==> src/rtl/operand_forward_ctrl.sv <==
// Hazard and forwarding controller for the 5-stage core: tracks EX/MEM/WB
// destinations, registers ALU operand-mux selects and raises the load-use stall.
module operand_forward_ctrl #(
  parameter int ADDR_WIDTH = 5,
  parameter bit ENABLE_FWD = 1'b1
) (
  input  logic                  clk,
  input  logic                  rst,
  input  logic                  id_valid,
  input  logic [ADDR_WIDTH-1:0] id_rs1,
  input  logic [ADDR_WIDTH-1:0] id_rs2,
  input  logic                  id_use_rs1,
  input  logic                  id_use_rs2,
  input  logic [ADDR_WIDTH-1:0] id_rd,
  input  logic                  id_reg_write,
  input  logic                  id_mem_read,
  input  logic                  hold,
  input  logic                  flush,
  output logic [1:0]            fwd_sel_a,
  output logic [1:0]            fwd_sel_b,
  output logic                  stall
);

  typedef logic [ADDR_WIDTH-1:0] reg_idx_t;

  localparam logic [1:0] SEL_RF   = 2'd0;
  localparam logic [1:0] SEL_EX   = 2'd1;
  localparam logic [1:0] SEL_MEM  = 2'd2;
  localparam logic [1:0] SEL_HOLD = 2'd3;

  // _p0 = EX, _p1 = MEM, _p2 = WB
  logic     vld_p0, vld_p1, vld_p2;
  reg_idx_t rd_p0, rd_p1, rd_p2;
  logic     wr_p0, wr_p1, wr_p2;
  logic     ld_p0;

  logic       hit_ex_a, hit_mem_a, hit_wb_a;
  logic       hit_ex_b, hit_mem_b, hit_wb_b;
  logic [1:0] sel_a_nxt, sel_b_nxt;
  logic       hazard;

  // x0 is hard-wired zero, so it never counts as produced
  function automatic logic produces(input logic vld, input logic wr,
                                    input reg_idx_t rd, input reg_idx_t r);
    return vld & wr & (rd == r) & (r != '0);
  endfunction

  function automatic logic [1:0] pick(input logic hit_ex, input logic hit_mem,
                                      input logic hit_wb);
    if (hit_ex)       return SEL_EX;
    else if (hit_mem) return SEL_MEM;
    else if (hit_wb)  return SEL_HOLD;
    else              return SEL_RF;
  endfunction

  always_comb begin
    hit_ex_a  = id_use_rs1 & produces(vld_p0, wr_p0, rd_p0, id_rs1);
    hit_mem_a = id_use_rs1 & produces(vld_p1, wr_p1, rd_p1, id_rs1);
    hit_wb_a  = id_use_rs1 & produces(vld_p2, wr_p2, rd_p2, id_rs1);
    hit_ex_b  = id_use_rs2 & produces(vld_p0, wr_p0, rd_p0, id_rs2);
    hit_mem_b = id_use_rs2 & produces(vld_p1, wr_p1, rd_p1, id_rs2);
    hit_wb_b  = id_use_rs2 & produces(vld_p2, wr_p2, rd_p2, id_rs2);

    sel_a_nxt = SEL_RF;
    sel_b_nxt = SEL_RF;
    hazard    = 1'b0;
    if (ENABLE_FWD) begin
      sel_a_nxt = pick(hit_ex_a, hit_mem_a, hit_wb_a);
      sel_b_nxt = pick(hit_ex_b, hit_mem_b, hit_wb_b);
      hazard    = ld_p0 & (hit_ex_a | hit_ex_b);
    end else begin
      hazard = hit_ex_a | hit_mem_a | hit_wb_a | hit_ex_b | hit_mem_b | hit_wb_b;
    end

    stall = id_valid & ~hold & ~rst & hazard;
  end

  // ---- ID -> EX (p0), EX -> MEM (p1), MEM -> WB (p2) ----
  always_ff @(posedge clk) begin
    if (rst) begin
      vld_p0    <= 1'b0;
      vld_p1    <= 1'b0;
      vld_p2    <= 1'b0;
      rd_p0     <= '0;
      rd_p1     <= '0;
      rd_p2     <= '0;
      wr_p0     <= 1'b0;
      wr_p1     <= 1'b0;
      wr_p2     <= 1'b0;
      ld_p0     <= 1'b0;
      fwd_sel_a <= SEL_RF;
      fwd_sel_b <= SEL_RF;
    end else if (!hold) begin
      vld_p1 <= vld_p0;
      rd_p1  <= rd_p0;
      wr_p1  <= wr_p0;
      vld_p2 <= vld_p1;
      rd_p2  <= rd_p1;
      wr_p2  <= wr_p1;
      // flush outranks stall; either way EX takes a bubble
      if (flush || stall) begin
        vld_p0    <= 1'b0;
        rd_p0     <= '0;
        wr_p0     <= 1'b0;
        ld_p0     <= 1'b0;
        fwd_sel_a <= SEL_RF;
        fwd_sel_b <= SEL_RF;
      end else begin
        vld_p0    <= id_valid;
        rd_p0     <= id_rd;
        wr_p0     <= id_reg_write;
        ld_p0     <= id_mem_read;
        fwd_sel_a <= sel_a_nxt;
        fwd_sel_b <= sel_b_nxt;
      end
    end
  end

endmodule

==> config.mk <==
export PLATFORM = sky130hd
export DESIGN_NAME = operand_forward_ctrl
export DESIGN_NICKNAME = d
export VERILOG_FILES = /design/src/rtl/operand_forward_ctrl.sv
export SDC_FILE = /design/constraint.sdc
export NUM_CORES = 1
export LEC_CHECK = 0
export CORE_MARGIN = 5
export CORE_UTILIZATION = 54
export DETAILED_ROUTE_END_ITERATION = 10
export PLACE_DENSITY = 0.95
export SLEW_MARGIN = 0
export SYNTH_ARGS = -nofsm -noshare
export SYNTH_HDL_FRONTEND = slang
export SYNTH_SLANG_ARGS = --single-unit
==> constraint.sdc <==
create_clock -name clk -period 3.46 [get_ports clk]
set_clock_uncertainty 0.1 [all_clocks]
set_input_delay 0.346 -clock clk [delete_from_list [all_inputs] [get_ports clk]]
set_output_delay 0.346 -clock clk [all_outputs]
set_load 0.03 [all_outputs]
After elaboration in Yosys (flattened, before gate mapping)
Cells that the tools add are included.

Bits in registers: 26. Input bits: 24. Logic and storage cells: 61. Output and inout port bits: 5.

Equal/unequal tests: 6. Bitwise logic cells: 28. Reduce and logical (&&, ||, !) cells: 3. Multiplexer cells: 12.

Operator list (number): $eq 5x5->1 (6); $and 1x1->1 (25); $mux 2 (8); $reduce_bool 5->1 (2); $mux 5 (1); $mux 1 (3); $not 1->1 (2); $logic_or 1x1->1 (1); $or 1x1->1 (1).

Longest topological paths before layout
Depth in word-level cells: 9. Mapped depth: 6. Gate-level depth less buffers: 5.

Worst setup path after synthesis
Ideal clock, no wire load.

Path type: register to output. Start point: reg rd_p0[0]. End point: out stall. Data required time: 3014 ps. Setup slack: 1217 ps. Arrival: 1797 ps. Path buffers: 0. Stages on the path, launching flop included: 6. Cells stage by stage: dfxtp_1 xnor2_1 nand4_1 nor3_2 o211a_4 nor3b_1.

Longest elaborated chain between the ends: 7. Elaborated cells on any way between the ends: 11. Classes of those cells: eq/ne (2); bitwise (9).

Ends and longest elaborated chain: start: declaration (RTL line 33) `reg_idx_t rd_p0, rd_p1, rd_p2;`; start signal: assignment (RTL line 110) `rd_p0 <= id_rd;`; $eq 5x5->1 (RTL line 45) `return vld & wr & (rd == r) & (r != '0);`; $and 1x1->1 (2 in series) (RTL line 45); $and 1x1->1 (on tied branches) (RTL line 57, 60); $or 1x1->1 (*) (RTL line 70) `hazard = ld_p0 & (hit_ex_a | hit_ex_b);`; $and 1x1->1 (*) (RTL line 70); $and 1x1->1 (*) (RTL line 75) `stall = id_valid & ~hold & ~rst & hazard;`; end: declaration (RTL line 21) `output logic stall`.

Mark *: on every way between the ends. The rest lies on a longest branch, timed or not.

Worst setup path in the final report
Start point: in id_rs1[0]. End point: out stall.

Longest elaborated chain between the ends: 7. Elaborated cells on any way between the ends: 8. Classes of those cells: eq/ne (1); bitwise (6); reduce/logical (1).

Ends and longest elaborated chain: start: declaration (RTL line 10) `input logic [ADDR_WIDTH-1:0] id_rs1,`; $eq 5x5->1 (RTL line 45); $and 1x1->1 (RTL line 45); $and 1x1->1 (*) (RTL line 45); $and 1x1->1 (*) (RTL line 57) `hit_ex_a = id_use_rs1 & produces(vld_p0, wr_p0, rd_p0, id_rs1);`; $or 1x1->1 (*) (RTL line 70); $and 1x1->1 (*) (RTL line 70); $and 1x1->1 (*) (RTL line 75).

Marked as above.

==> results <==
==> registers in the layout, indices dropped and copies added (netlist names) <==
name	cells
wr_p1	1
rd_p2	5
ld_p0	1
wr_p2	1
vld_p0	1
fwd_sel_a	2
vld_p1	1
rd_p0	5
wr_p0	1
vld_p2	1
rd_p1	5
fwd_sel_b	2
==> layer usage <==
metal  vias to the layer above  routed length, microns  GRT usage, %
met1                       595                    1500          26.0
met2                        43                    1640          34.4
met5                         -                       0             0
met4                         0                      70          10.2
met3                         8                     240          4.04
li1                        584                       -             -
==> synth_stat cells <==
master	instances	area share (%)
or3_2	1	0.54
nand3_1	6	2.2
nor3_2	2	1.4
buf_1	1	0.27
or3_1	2	0.90
nor2_1	15	4.0
buf_6	1	0.81
o41ai_1	2	1.3
or4_1	2	1.1
nor3_1	3	1.1
dfxtp_1	26	37
o21ai_2	2	1.3
nor3b_1	1	0.54
o31ai_2	2	1.8
a21oi_1	2	0.72
nand2_1	12	3.2
nand4_1	6	2.7
o31ai_1	8	4.3
o211a_4	1	1.3
xnor2_1	30	19
nor2b_1	2	0.90
mux2i_1	14	10
inv_1	8	2.2
clkbuf_1	5	1.3
==> stage by stage <==
stage / std cells / total power, uW / hold slack, ns / setup slack (ns)
after floorplan: 154 / 364 / 0.351 / 1.22
after global placement: 208 / 406 / 0.352 / 0.257
after detailed placement: 208 / 409 / 0.358 / 0.191
after CTS: 212 / 613 / 0.388 / 0.171
after global routing: 212 / 634 / 0.408 / 0.0707
final: 212 / 610 / 0.383 / 0.168
==> logic make-up after synthesis <==
logic type             Yosys count  synth area share (%)
flip-flops                      26                  37.3
multiplexers                    14                  10.1
AO/OA/AOI/OAI                   17                  10.6
XOR/XNOR                        30                  18.9
AND/OR/NAND/NOR                 52                  18.6
buffers and inverters           15                  4.58
==> worst min-delay path by stage <==
| stage | to | slack (ns) | depth (start not counted) |
|---|---|---|---|
| after global placement | fwd_sel_a[0]$_SDFFE_PP0N_ | 0.35 | 2 |
| final | fwd_sel_a[1]$_SDFFE_PP0N_ | 0.38 | 2 |
| after global routing | fwd_sel_b[0]$_SDFFE_PP0N_ | 0.41 | 2 |
| after floorplan | ld_p0$_SDFFE_PP0N_ | 0.35 | 2 |
| after detailed placement | fwd_sel_b[0]$_SDFFE_PP0N_ | 0.36 | 2 |
| after CTS | fwd_sel_a[1]$_SDFFE_PP0N_ | 0.39 | 2 |
==> critical path, stage by stage <==
cell and delay, ns:
clkdlybuf4s50_1 0.49, or4_1 0.58, o21ai_2 0.23, nor3_2 0.11, o211a_4 0.30, nor3b_1 0.16
clkdlybuf4s50_1 0.62
==> cell type report <==
cell class	count	area, sq um	area share, %
tap	30	37.5	2.14
inverter	8	30.0	1.71
clock buffer	3	22.5	1.28
sequential	26	520	29.7
multi-input combinational	113	810	46.2
clock inverter	1	30.0	1.71
timing repair buffer	31	303	17.3
==> power by group through the flow <==
stage               Combinational [uW]  Sequential, uW  Clock, uW
CTS                               89.7             314        209
detailed placement                88.6             320          0
finish                            89.8             314        206
floorplan                         46.6             318          0
global route                      97.0             315        222
global placement                  85.7             320          0
==> placed cells by master (no fill, tap or decap), types with 6 or more instances in the layout <==
master            n
nand4_1           6
dfxtp_1          26
xnor2_1          30
nand2_1          12
mux2i_1          14
nand3_1           6
nor2_1           15
inv_1             8
o31ai_1           8
clkdlybuf4s50_1  28
==> out/metrics.yaml <==
timing:
  timing.final.crit_share_pct: 95.1
  slew_headroom_pct: 47.9
  rsz0062_at_grt: "false"
  fin_crit_ns: 3.29
  setup_viol: 0
  worst_pin_slew_ns: 0.780
  drv_slew: 0
  finalHoldViolCount: 0
  max_freq_mhz: 304
  tns_ns: 0
drt:
  drtPass1Iterations: 4
  drtIter0Drc: 55
  via_per_inst: 5.80
  remaining_drc_errors: 0
  drt_wl_total_microns: 3450
  postRouteAntennaNets: 0
  vias: 1230
  wire_per_inst_microns: 16.3
synthesis:
  syn_nets: 178
  syn_area_per_cell_sq_um: 9.05
  yosys_register_bits: 26
  syn_inst: 154
  yosys_warnings: 0
  synth.cell_area_sq_mm: 0.00139
  yosysSeqAreaShare_pct: 37.3
  ys_types: 24
power:
  pwr-share-clk_pct: 33.8
  seq_power_share_pct: 51.5
  switching_share_pct: 22.5
  p_per_area_mw_per_mm2: 348
  combPwrFrac_pct: 14.7
  leakage_uw: 0.000622
  ir_drop_v: 0.000290
  internal_power_uw: 473
  switching_power_uw: 137
grt:
  grt_max_degree: 16
  grt_overflow: 0
  grt_pass1_vias: 1290
  grt_use_total_pct: 20.9
  grt_first_pass_wirelength_microns: 5740
  antenna_found_initial: 0
worst_setup_path:
  cp.arrival_ns: 2.85
  cp-endpoint: "stall"
  reg2reg_depth: 5
  worstSetupEndpointType: "output port"
  crit_fanout: 13
  startpoint: "id_rs1[0]"
  rrSetupSlack_ns: 1.77
  crit_required_ns: 3.01
  r2r_start: "rd_p1[1]$_SDFFE_PP0N_"
  critPathKind: "primary input to output port"
  crit_path_start_kind: "primary input"
  r2r-end: "fwd_sel_b[1]$_SDFFE_PP0N_"
clock_tree:
  clock_sinks: 26
  cts_resized: 0
  postCtsHoldBufs: 0
  tritoncts: "built"
  cts_made_buffers: 3
  clock_latency_ns: 0.32
  cts_buffer_depth: 2
  cts_setup_buffers: 0
  cts-root-buf: "clkbuf_4"
  clk_pin_slew_ns: 0.14
  h-tree-depth: 1
floorplan:
  rows: 18
  initial_core_util_pct: 56.3
  dieWidth_microns: 60.8
  ios: 29
  die_h_microns: 60.8
  coreArea_sq_mm: 0.00248
  dieArea_sq_mm: 0.00370
placement:
  hpwl_microns: 2610
  gp_congestion: 1.01
  numPortBuffers: 28
  placed_area_sq_mm: 0.00170
finish:
  n_fill_cell: 197
  areaGrowthSynthToFinish_pct: 25.8
  post-route-cell-area_sq_mm: 0.00175
  diodes: 0
  finalNetCount: 207
  fin_util_pct: 70.8
  drive_gt1_share_pct: 8.24
run_status:
  outcome: "finished, final reports clean"
worst_hold_path:
  min_path_type: "flop to flop"
  worstHoldStart: "fwd_sel_a[1]$_SDFFE_PP0N_"
flow_run:
  drv_cap: 0
No activity file was read; power rests on OpenSTA's default activity.
